===== src/rtl/amdemod_pkg.sv =====
// ---------------------------------------------------------------------------
// amdemod_pkg
// Shared constants and helpers for the AM demodulator datapath stages.
//   IN_W / OUT_W : default sample widths of the filter output / decimated out
//   sat_wide_t   : wide signed carrier used for saturation
//   sat_signed() : clamp a wide signed value into a w-bit signed range
// ---------------------------------------------------------------------------
package amdemod_pkg;

    localparam int IN_W  = 18;
    localparam int OUT_W = 8;

    // Wide enough for any intermediate the demodulator stages saturate.
    localparam int SAT_W = 48;

    typedef logic signed [SAT_W-1:0] sat_wide_t;

    // Returns v clamped to [-2^(w-1), 2^(w-1)-1]; callers detect clamping
    // by comparing the result against the input.
    function automatic sat_wide_t sat_signed(input sat_wide_t v, input int w);
        sat_wide_t hi;
        sat_wide_t lo;
        hi = (sat_wide_t'(1) <<< (w - 1)) - sat_wide_t'(1);
        lo = -hi - sat_wide_t'(1);
        if (v > hi) begin
            return hi;
        end
        if (v < lo) begin
            return lo;
        end
        return v;
    endfunction

endpackage


===== src/rtl/fir_decim_out_if.sv =====
// ---------------------------------------------------------------------------
// fir_decim_out_if
// Valid/ready output stream of the decimator.
//   out_data  : decimated signed sample (FIFO head)
//   out_valid : FIFO non-empty
//   out_ready : consumer accepts out_data when out_valid is high
// master = producer (fir_decim_out), slave = consumer.
// ---------------------------------------------------------------------------
interface fir_decim_out_if #(
    parameter int OUT_W = amdemod_pkg::OUT_W
);
    logic signed [OUT_W-1:0] out_data;
    logic                    out_valid;
    logic                    out_ready;

    modport master (
        output out_data,
        output out_valid,
        input  out_ready
    );

    modport slave (
        input  out_data,
        input  out_valid,
        output out_ready
    );
endinterface


===== src/rtl/fir_decim_out_sync_fifo.sv =====
// ---------------------------------------------------------------------------
// sync_fifo
// Single-clock FIFO with extra-MSB wrap pointers.
//   clk, rst : clock, async active-high reset (pointers only)
//   push/din : write request and data; ignored when full unless popping
//   pop      : read request; ignored when empty
//   dout     : head entry, combinational from the read pointer; 0 when empty
//   full     : DEPTH entries held
//   empty    : no entries held
// ---------------------------------------------------------------------------
module sync_fifo #(
    parameter int WIDTH = 8,
    parameter int DEPTH = 4
) (
    input  logic             clk,
    input  logic             rst,
    input  logic             push,
    input  logic [WIDTH-1:0] din,
    input  logic             pop,
    output logic [WIDTH-1:0] dout,
    output logic             full,
    output logic             empty
);
    localparam int AW = $clog2(DEPTH);

    logic [AW:0]      r_wr_ptr;
    logic [AW:0]      r_rd_ptr;
    logic [WIDTH-1:0] r_mem [DEPTH];

    logic w_full;
    logic w_empty;
    logic w_do_pop;
    logic w_do_push;

    assign w_empty   = (r_wr_ptr == r_rd_ptr);
    assign w_full    = (r_wr_ptr[AW] != r_rd_ptr[AW]) &&
                       (r_wr_ptr[AW-1:0] == r_rd_ptr[AW-1:0]);
    assign w_do_pop  = pop && !w_empty;
    // A simultaneous pop frees the slot being written, so full does not block.
    assign w_do_push = push && (!w_full || w_do_pop);

    always_ff @(posedge clk or posedge rst) begin
        if (rst) begin
            r_wr_ptr <= '0;
            r_rd_ptr <= '0;
        end else begin
            if (w_do_push) begin
                r_wr_ptr <= r_wr_ptr + 1'b1;
            end
            if (w_do_pop) begin
                r_rd_ptr <= r_rd_ptr + 1'b1;
            end
        end
    end

    // Storage needs no reset: contents are only visible behind the pointers.
    always_ff @(posedge clk) begin
        if (w_do_push) begin
            r_mem[r_wr_ptr[AW-1:0]] <= din;
        end
    end

    assign dout  = w_empty ? '0 : r_mem[r_rd_ptr[AW-1:0]];
    assign full  = w_full;
    assign empty = w_empty;

endmodule


===== src/rtl/fir_decim_out.sv =====
// ---------------------------------------------------------------------------
// fir_decim_out
// Integrate-and-dump decimator behind the FIR filter. Every DECIM valid
// samples are summed, rounded half-up by 2^S (S = log2(DECIM)+GAIN_SHIFT),
// saturated to OUT_W bits, registered, then queued in an output FIFO.
//   clk, rst  : clock, async active-high reset
//   y/y_valid : filtered signed sample and its one-cycle strobe
//   sync      : restart the decimation frame (partial frame discarded)
//   out_if    : valid/ready output stream (master side)
//   sat_flag  : sticky, a result was clamped
//   ovf_flag  : sticky, a result was dropped on a full FIFO
// ---------------------------------------------------------------------------
module fir_decim_out #(
    parameter int IN_W       = amdemod_pkg::IN_W,
    parameter int OUT_W      = amdemod_pkg::OUT_W,
    parameter int DECIM      = 4,
    parameter int GAIN_SHIFT = 10,
    parameter int FIFO_DEPTH = 4
) (
    input  logic                   clk,
    input  logic                   rst,
    input  logic signed [IN_W-1:0] y,
    input  logic                   y_valid,
    input  logic                   sync,
    fir_decim_out_if.master        out_if,
    output logic                   sat_flag,
    output logic                   ovf_flag
);
    import amdemod_pkg::sat_wide_t;
    import amdemod_pkg::sat_signed;

    localparam int LOG_D = $clog2(DECIM);
    localparam int ACC_W = IN_W + LOG_D;
    localparam int S     = LOG_D + GAIN_SHIFT;
    // One guard bit so adding the rounding constant to a full-scale sum
    // cannot wrap; also wide enough to hold 2^(S-1) itself.
    localparam int RND_W = ((ACC_W > S) ? ACC_W : S) + 1;

    localparam logic [LOG_D-1:0]        LAST_PHASE = LOG_D'(DECIM - 1);
    localparam logic signed [RND_W-1:0] HALF       = RND_W'(1) << (S - 1);

    logic signed [ACC_W-1:0] r_acc;
    logic [LOG_D-1:0]        r_phase;
    logic                    r_rnd_valid;
    logic signed [OUT_W-1:0] r_rnd_data;
    logic                    r_sat;
    logic                    r_ovf;

    logic signed [ACC_W-1:0] w_acc_base;
    logic [LOG_D-1:0]        w_phase_base;
    logic signed [ACC_W-1:0] w_sum;
    logic                    w_frame_end;
    logic signed [RND_W-1:0] w_rnd_full;
    sat_wide_t               w_rnd_wide;
    sat_wide_t               w_sat_wide;
    logic                    w_clamped;

    logic [OUT_W-1:0]        w_fifo_dout;
    logic                    w_fifo_full;
    logic                    w_fifo_empty;
    logic                    w_pop;

    // sync with y_valid makes the current sample the first of a new frame.
    assign w_acc_base   = sync ? '0 : r_acc;
    assign w_phase_base = sync ? '0 : r_phase;
    assign w_sum        = w_acc_base + ACC_W'(y);
    assign w_frame_end  = y_valid && (w_phase_base == LAST_PHASE);

    // Arithmetic shift floors, so adding half first yields round-half-up.
    assign w_rnd_full = (RND_W'(w_sum) + HALF) >>> S;
    assign w_rnd_wide = sat_wide_t'(w_rnd_full);
    assign w_sat_wide = sat_signed(w_rnd_wide, OUT_W);
    assign w_clamped  = (w_sat_wide != w_rnd_wide);

    assign w_pop = !w_fifo_empty && out_if.out_ready;

    always_ff @(posedge clk or posedge rst) begin
        if (rst) begin
            r_acc       <= '0;
            r_phase     <= '0;
            r_rnd_valid <= 1'b0;
            r_rnd_data  <= '0;
            r_sat       <= 1'b0;
            r_ovf       <= 1'b0;
        end else begin
            r_rnd_valid <= 1'b0;
            if (y_valid) begin
                if (w_frame_end) begin
                    r_acc       <= '0;
                    r_phase     <= '0;
                    r_rnd_valid <= 1'b1;
                    r_rnd_data  <= w_sat_wide[OUT_W-1:0];
                    if (w_clamped) begin
                        r_sat <= 1'b1;
                    end
                end else begin
                    r_acc   <= w_sum;
                    r_phase <= w_phase_base + 1'b1;
                end
            end else if (sync) begin
                r_acc   <= '0;
                r_phase <= '0;
            end
            // The FIFO silently refuses this write; record the loss here.
            if (r_rnd_valid && w_fifo_full && !w_pop) begin
                r_ovf <= 1'b1;
            end
        end
    end

    sync_fifo #(
        .WIDTH (OUT_W),
        .DEPTH (FIFO_DEPTH)
    ) u_fifo (
        .clk   (clk),
        .rst   (rst),
        .push  (r_rnd_valid),
        .din   (r_rnd_data),
        .pop   (w_pop),
        .dout  (w_fifo_dout),
        .full  (w_fifo_full),
        .empty (w_fifo_empty)
    );

    assign out_if.out_data  = w_fifo_dout;
    assign out_if.out_valid = !w_fifo_empty;
    assign sat_flag         = r_sat;
    assign ovf_flag         = r_ovf;

endmodule


===== src/flat_wrapper.sv =====
// flat-port wrapper written by rule: the top's interface ports become plain ports
module fir_decim_out_flat import amdemod_pkg::sat_wide_t; import amdemod_pkg::sat_signed;
#(
    parameter int IN_W       = amdemod_pkg::IN_W,
    parameter int OUT_W      = amdemod_pkg::OUT_W,
    parameter int DECIM      = 4,
    parameter int GAIN_SHIFT = 10,
    parameter int FIFO_DEPTH = 4
)
  (clk, rst, y, y_valid, sync, sat_flag, ovf_flag, out_if_out_data, out_if_out_valid, out_if_out_ready);
  fir_decim_out_if #(.OUT_W(OUT_W)) out_if_i ();
  input  logic clk;
  input  logic rst;
  input  logic signed [IN_W-1:0] y;
  input  logic y_valid;
  input  logic sync;
  output logic sat_flag;
  output logic ovf_flag;
  output wire logic [$bits(out_if_i.out_data)-1:0] out_if_out_data;
  output wire logic [$bits(out_if_i.out_valid)-1:0] out_if_out_valid;
  input wire logic [$bits(out_if_i.out_ready)-1:0] out_if_out_ready;
  assign out_if_out_data = out_if_i.out_data;
  assign out_if_out_valid = out_if_i.out_valid;
  assign out_if_i.out_ready = out_if_out_ready;
  fir_decim_out #(.IN_W(IN_W), .OUT_W(OUT_W), .DECIM(DECIM), .GAIN_SHIFT(GAIN_SHIFT), .FIFO_DEPTH(FIFO_DEPTH)) u_core (.clk(clk), .rst(rst), .y(y), .y_valid(y_valid), .sync(sync), .out_if(out_if_i), .sat_flag(sat_flag), .ovf_flag(ovf_flag));
endmodule

===== config.mk =====
export PLATFORM = sky130hd
export DESIGN_NAME = fir_decim_out_flat
export DESIGN_NICKNAME = d
export VERILOG_FILES = /design/src/rtl/amdemod_pkg.sv /design/src/rtl/fir_decim_out_if.sv /design/src/rtl/fir_decim_out_sync_fifo.sv /design/src/rtl/fir_decim_out.sv /design/src/flat_wrapper.sv
export SDC_FILE = /design/constraint.sdc
export NUM_CORES = 1
export LEC_CHECK = 0
export BUFFER_PORTS_ARGS = -buffer_cell sky130_fd_sc_hd__buf_2
export CAP_MARGIN = 0
export CORE_MARGIN = 2
export CORE_UTILIZATION = 40
export DETAILED_ROUTE_END_ITERATION = 16
export HOLD_SLACK_MARGIN = 0.03
export PLACE_DENSITY = 0.56
export RECOVER_POWER = 25
export SETUP_SLACK_MARGIN = 0.3
export SLEW_MARGIN = 0
export SYNTH_ARGS = -nofsm -noshare
export SYNTH_HDL_FRONTEND = slang
export SYNTH_HIERARCHICAL = 1
export SYNTH_SLANG_ARGS = --single-unit

===== constraint.sdc =====
create_clock -name clk -period 3.2 [get_ports clk]
set_input_delay 0.32 -clock clk [delete_from_list [all_inputs] [get_ports clk]]
set_output_delay 0.32 -clock clk [all_outputs]
set_load 0.03 [all_outputs]

==> results.toml <==
[pwr]
switching_power_w = 0.00144
internal_power_w = 0.00234
power_frac_clock_pct = 18.5
power.share.sequential_pct = 34.4
combPwrFrac_pct = 47.1
power_density_mw_per_mm2 = 672
power_switching_share_pct = 38.1
ir_drop_mv = 0.445
leakage_nw = 2.38

[worst_setup_path]
worstSetupPathType = "register to register"
critPathSlowestCell = "a221o_1"
rrSetupSlack_ns = 0.16
crit_chain = "nor2b_4 > ha_4 > fa_2 > a21o_1 > a221o_1 > nand4_1 > and4_4 > nand3_2 > nor4_2 > buf_4 > o21ai_2 > a311oi_1"
reg2reg_depth = 12
slowest_delay_ns = 0.42
critPathMaxFanout = 4
required_ns = 3.44
startpoint = "u_core/r_acc[0]"
worst_ep_arrival_time_ns = 3.28
end_kind = "register"
startpoint_type = "register"
worstReg2RegEnd = "u_core/r_rnd_data[2]"
worstReg2RegStart = "u_core/r_acc[0]"

[run_status]
outcome = "completed"

[route]
wl_per_cell_um = 16.2
drt_iter0_markers = 130
dr.pass1.iters = 4
via_per_inst = 5.39
finalWirelength_mm = 10.3
ant_nets = 0
drc_errors = 0
vias = 3425

[timing]
fin_worst_skew_ns = 0.00870
hold_slack_ns = 0.279
slew_viol_final = 0
fmax_mhz = 329
worst_pin_slew_ns = 0.600
max_slew_margin_pct = 60.0
layout_worst_path_cycle_share_pct = 95.0
period_needed_ns = 3.04
hold_violations = 0
setup_viol = 0
rsz0062_at_grt = "yes"

[yosys]
ys.flop_type = "dfrtp_1"
synth_cell_types = 77
ys_seq_area_share_pct = 43.2
yosysTopAreaCell = "dfrtp_1"
synth-async-reset-ratio_pct = 54.9
synth_area_leaders = "dfrtp_1, edfxtp_1, ha_1, nor2b_1, mux4_2"
synth-seq-cells = 71
synthesis.area_mm2 = 0.00448
syn-num-nets = 449
synth_edf_count = 32
yosys_warnings = 6
syn_inst = 399
synth_top_cell_area_share_pct = 21.8
syn_avg_cell_area_um2 = 11.2

[worst_hold_path]
hold_path.class = "input pin to register"
worstHoldPathCells = 2
hold_path_end = "u_core/r_acc[19]"
holdCritStartpoint = "y_valid"

[place]
io_buffers = 33
gp_congestion = 0.901
dp_cells = 606
hpwlAfterDp_mm = 7.66

[finish]
final_util_pct = 51.8
fin_cells = 635
drive_above_1_share_pct = 35.6
fin_nets = 540
area_growth_pct = 25.8
n_antenna_cell = 0

[cts]
htree_levels = 3
cts_num_sinks = 71
clock_latency_ns = 0.34
numCtsBuffers = 9
clock_path_buffers = 2
clk_pin_slew_worst_paths_ns = 0.08
cts_tree = "done"
cts-root-buf = "clkbuf_8"

[grt]
grt_max_degree = 34
grt_pass1_vias = 3511
antenna_found_initial = 0
grt_pass1_wl_mm = 17.0
overflow = 0
track_usage_pct = 18.5

[flow_run]
cap_violations = 0

[die]
dieWidth_um = 110
core_mm2 = 0.0109
start_util_pct = 41.2
top_level_ports = 34
dieArea_mm2 = 0.0121
die_y_um = 110
rows = 38
-- area by class of cell --
| cell class | instances | area (um2) |
|---|---|---|
| fillers | 987 | 5250 |
| clock inverters | 6 | 68.8 |
| flip-flops and latches | 71 | 1940 |
| well taps | 140 | 175 |
| clock buffers | 10 | 128 |
| repair buffers | 94 | 644 |
| inverters | 12 | 45.0 |
| multi-input cells | 302 | 2640 |
-- what timing repair did --
action,4_1_cts,5_1_grt
hold buffers,1,0
pin swaps,20,14
setup buffers,4,8
setup endpoints to repair,9,9
gates cloned,0,0
hold endpoints to repair,6,0
resized for setup,16,25
-- per-layer routing --
metal / vias up / part of all wire [%] / GRT usage, %
li1: 1706 / - / -
met1: 1669 / 46 / 22.7
met2: 37 / 50 / 32.5
met3: 13 / 1.9 / 2.13
met4: 0 / 1.7 / 8.23
met5: - / 0 / 0
-- worst max-delay path, delay by kind of cell, from the launching register on --
family	cells	cell delay (ns)
AOI/OAI and AO/OA	4	0.98
and+or+nand+nor	5	0.91
adders and majority gates	2	0.52
DFF	1	0.36
buffers and inverters	1	0.18
-- stage by stage --
stage	total power, W	worst slack, ns	setup TNS [ns]	cell area [um2]
after global routing	0.00406	0.0258	0	5640
final	0.00379	0.159	0	5640
after CTS	0.00375	0.191	0	5470
after floorplan	0.00250	0.312	0	4570
after global placement	0.00295	-0.112	-0.593	5160
after detailed placement	0.00299	-0.102	-0.615	5160
-- placed cells by master (no fill, tap or decap), types with 3 or more instances in the layout --
master / count
a21oi_2: 4
nand4_1: 4
a211o_1: 3
xnor2_1: 19
o21a_1: 3
buf_4: 57
nor2b_1: 24
o21ai_0: 7
nand2b_1: 5
o21ai_2: 3
clkbuf_8: 9
o211ai_1: 4
nor3_1: 7
buf_2: 32
a31oi_1: 6
and3_1: 7
nand3_2: 4
a21o_1: 7
and2_1: 3
nand3_1: 5
dfrtp_1: 39
nand2_1: 20
nor2b_2: 4
mux4_2: 8
a22o_1: 15
edfxtp_1: 32
inv_1: 10
nor2_1: 22
a31o_2: 3
ha_4: 4
ha_1: 20
or3_1: 6
o2bb2ai_1: 4
xor2_1: 3
a21oi_1: 11
-- registers in the layout (all words and copies together) (netlist names) --
register,flops
u_core/r_acc,20
u_core/r_rnd_data,8
u_core/ovf_flag,1
u_core/sat_flag,1
u_core/u_fifo/r_mem,32
u_core/u_fifo/r_rd_ptr,3
u_core/r_phase,2
u_core/r_rnd_valid,1
u_core/u_fifo/r_wr_ptr,3
-- Yosys cell counts, drive strengths merged (5+ instances only) --
master / count
dfrtp: 39
edfxtp: 32
nor2b: 30
ha: 26
nor2: 23
nand2: 22
xnor2: 20
a21oi: 15
a22o: 15
o21ai: 12
inv: 11
nor3: 10
nand3: 9
a21o: 8
and3: 8
buf: 8
mux4: 8
a31oi: 7
clkbuf: 6
or3: 6
nand2b: 5
xor2: 5
-- cells by family (layout without fill, tap and decap cells) --
kind of cell    count (synthesis)  after routing  synth area share [%]
simple gates                  135            135                  17.0
compound gates                102            102                  18.3
flops                          71             71                  43.2
fa+ha+maj                      27             27                  7.71
buf+inv                        26            122                  3.02
xor+xnor                       25             25                  5.47
mux                            13             13                  5.22
-- power by group through the flow --
stage               Sequential (W)  Clock (W)  Combinational [W]
global route               0.00133   0.000762            0.00196
finish                     0.00130   0.000700            0.00178
global placement           0.00132          0            0.00164
CTS                        0.00131   0.000724            0.00172
detailed placement         0.00133          0            0.00167
floorplan                  0.00126          0            0.00125
-- how the worst max path moves through the flow --
stage | depth (start not counted) | endpoint | slack (ns)
finish | 12 | u_core/r_rnd_data[2] | 0.16
global route | 12 | u_core/r_rnd_data[2] | 0.03
CTS | 13 | u_core/r_rnd_data[0] | 0.19
detailed placement | 13 | u_core/r_rnd_data[0] | -0.10
global placement | 13 | u_core/r_rnd_data[5] | -0.11
floorplan | 13 | u_core/r_rnd_data[1] | 0.31
Note: power is estimated with default switching activity, not from simulation.
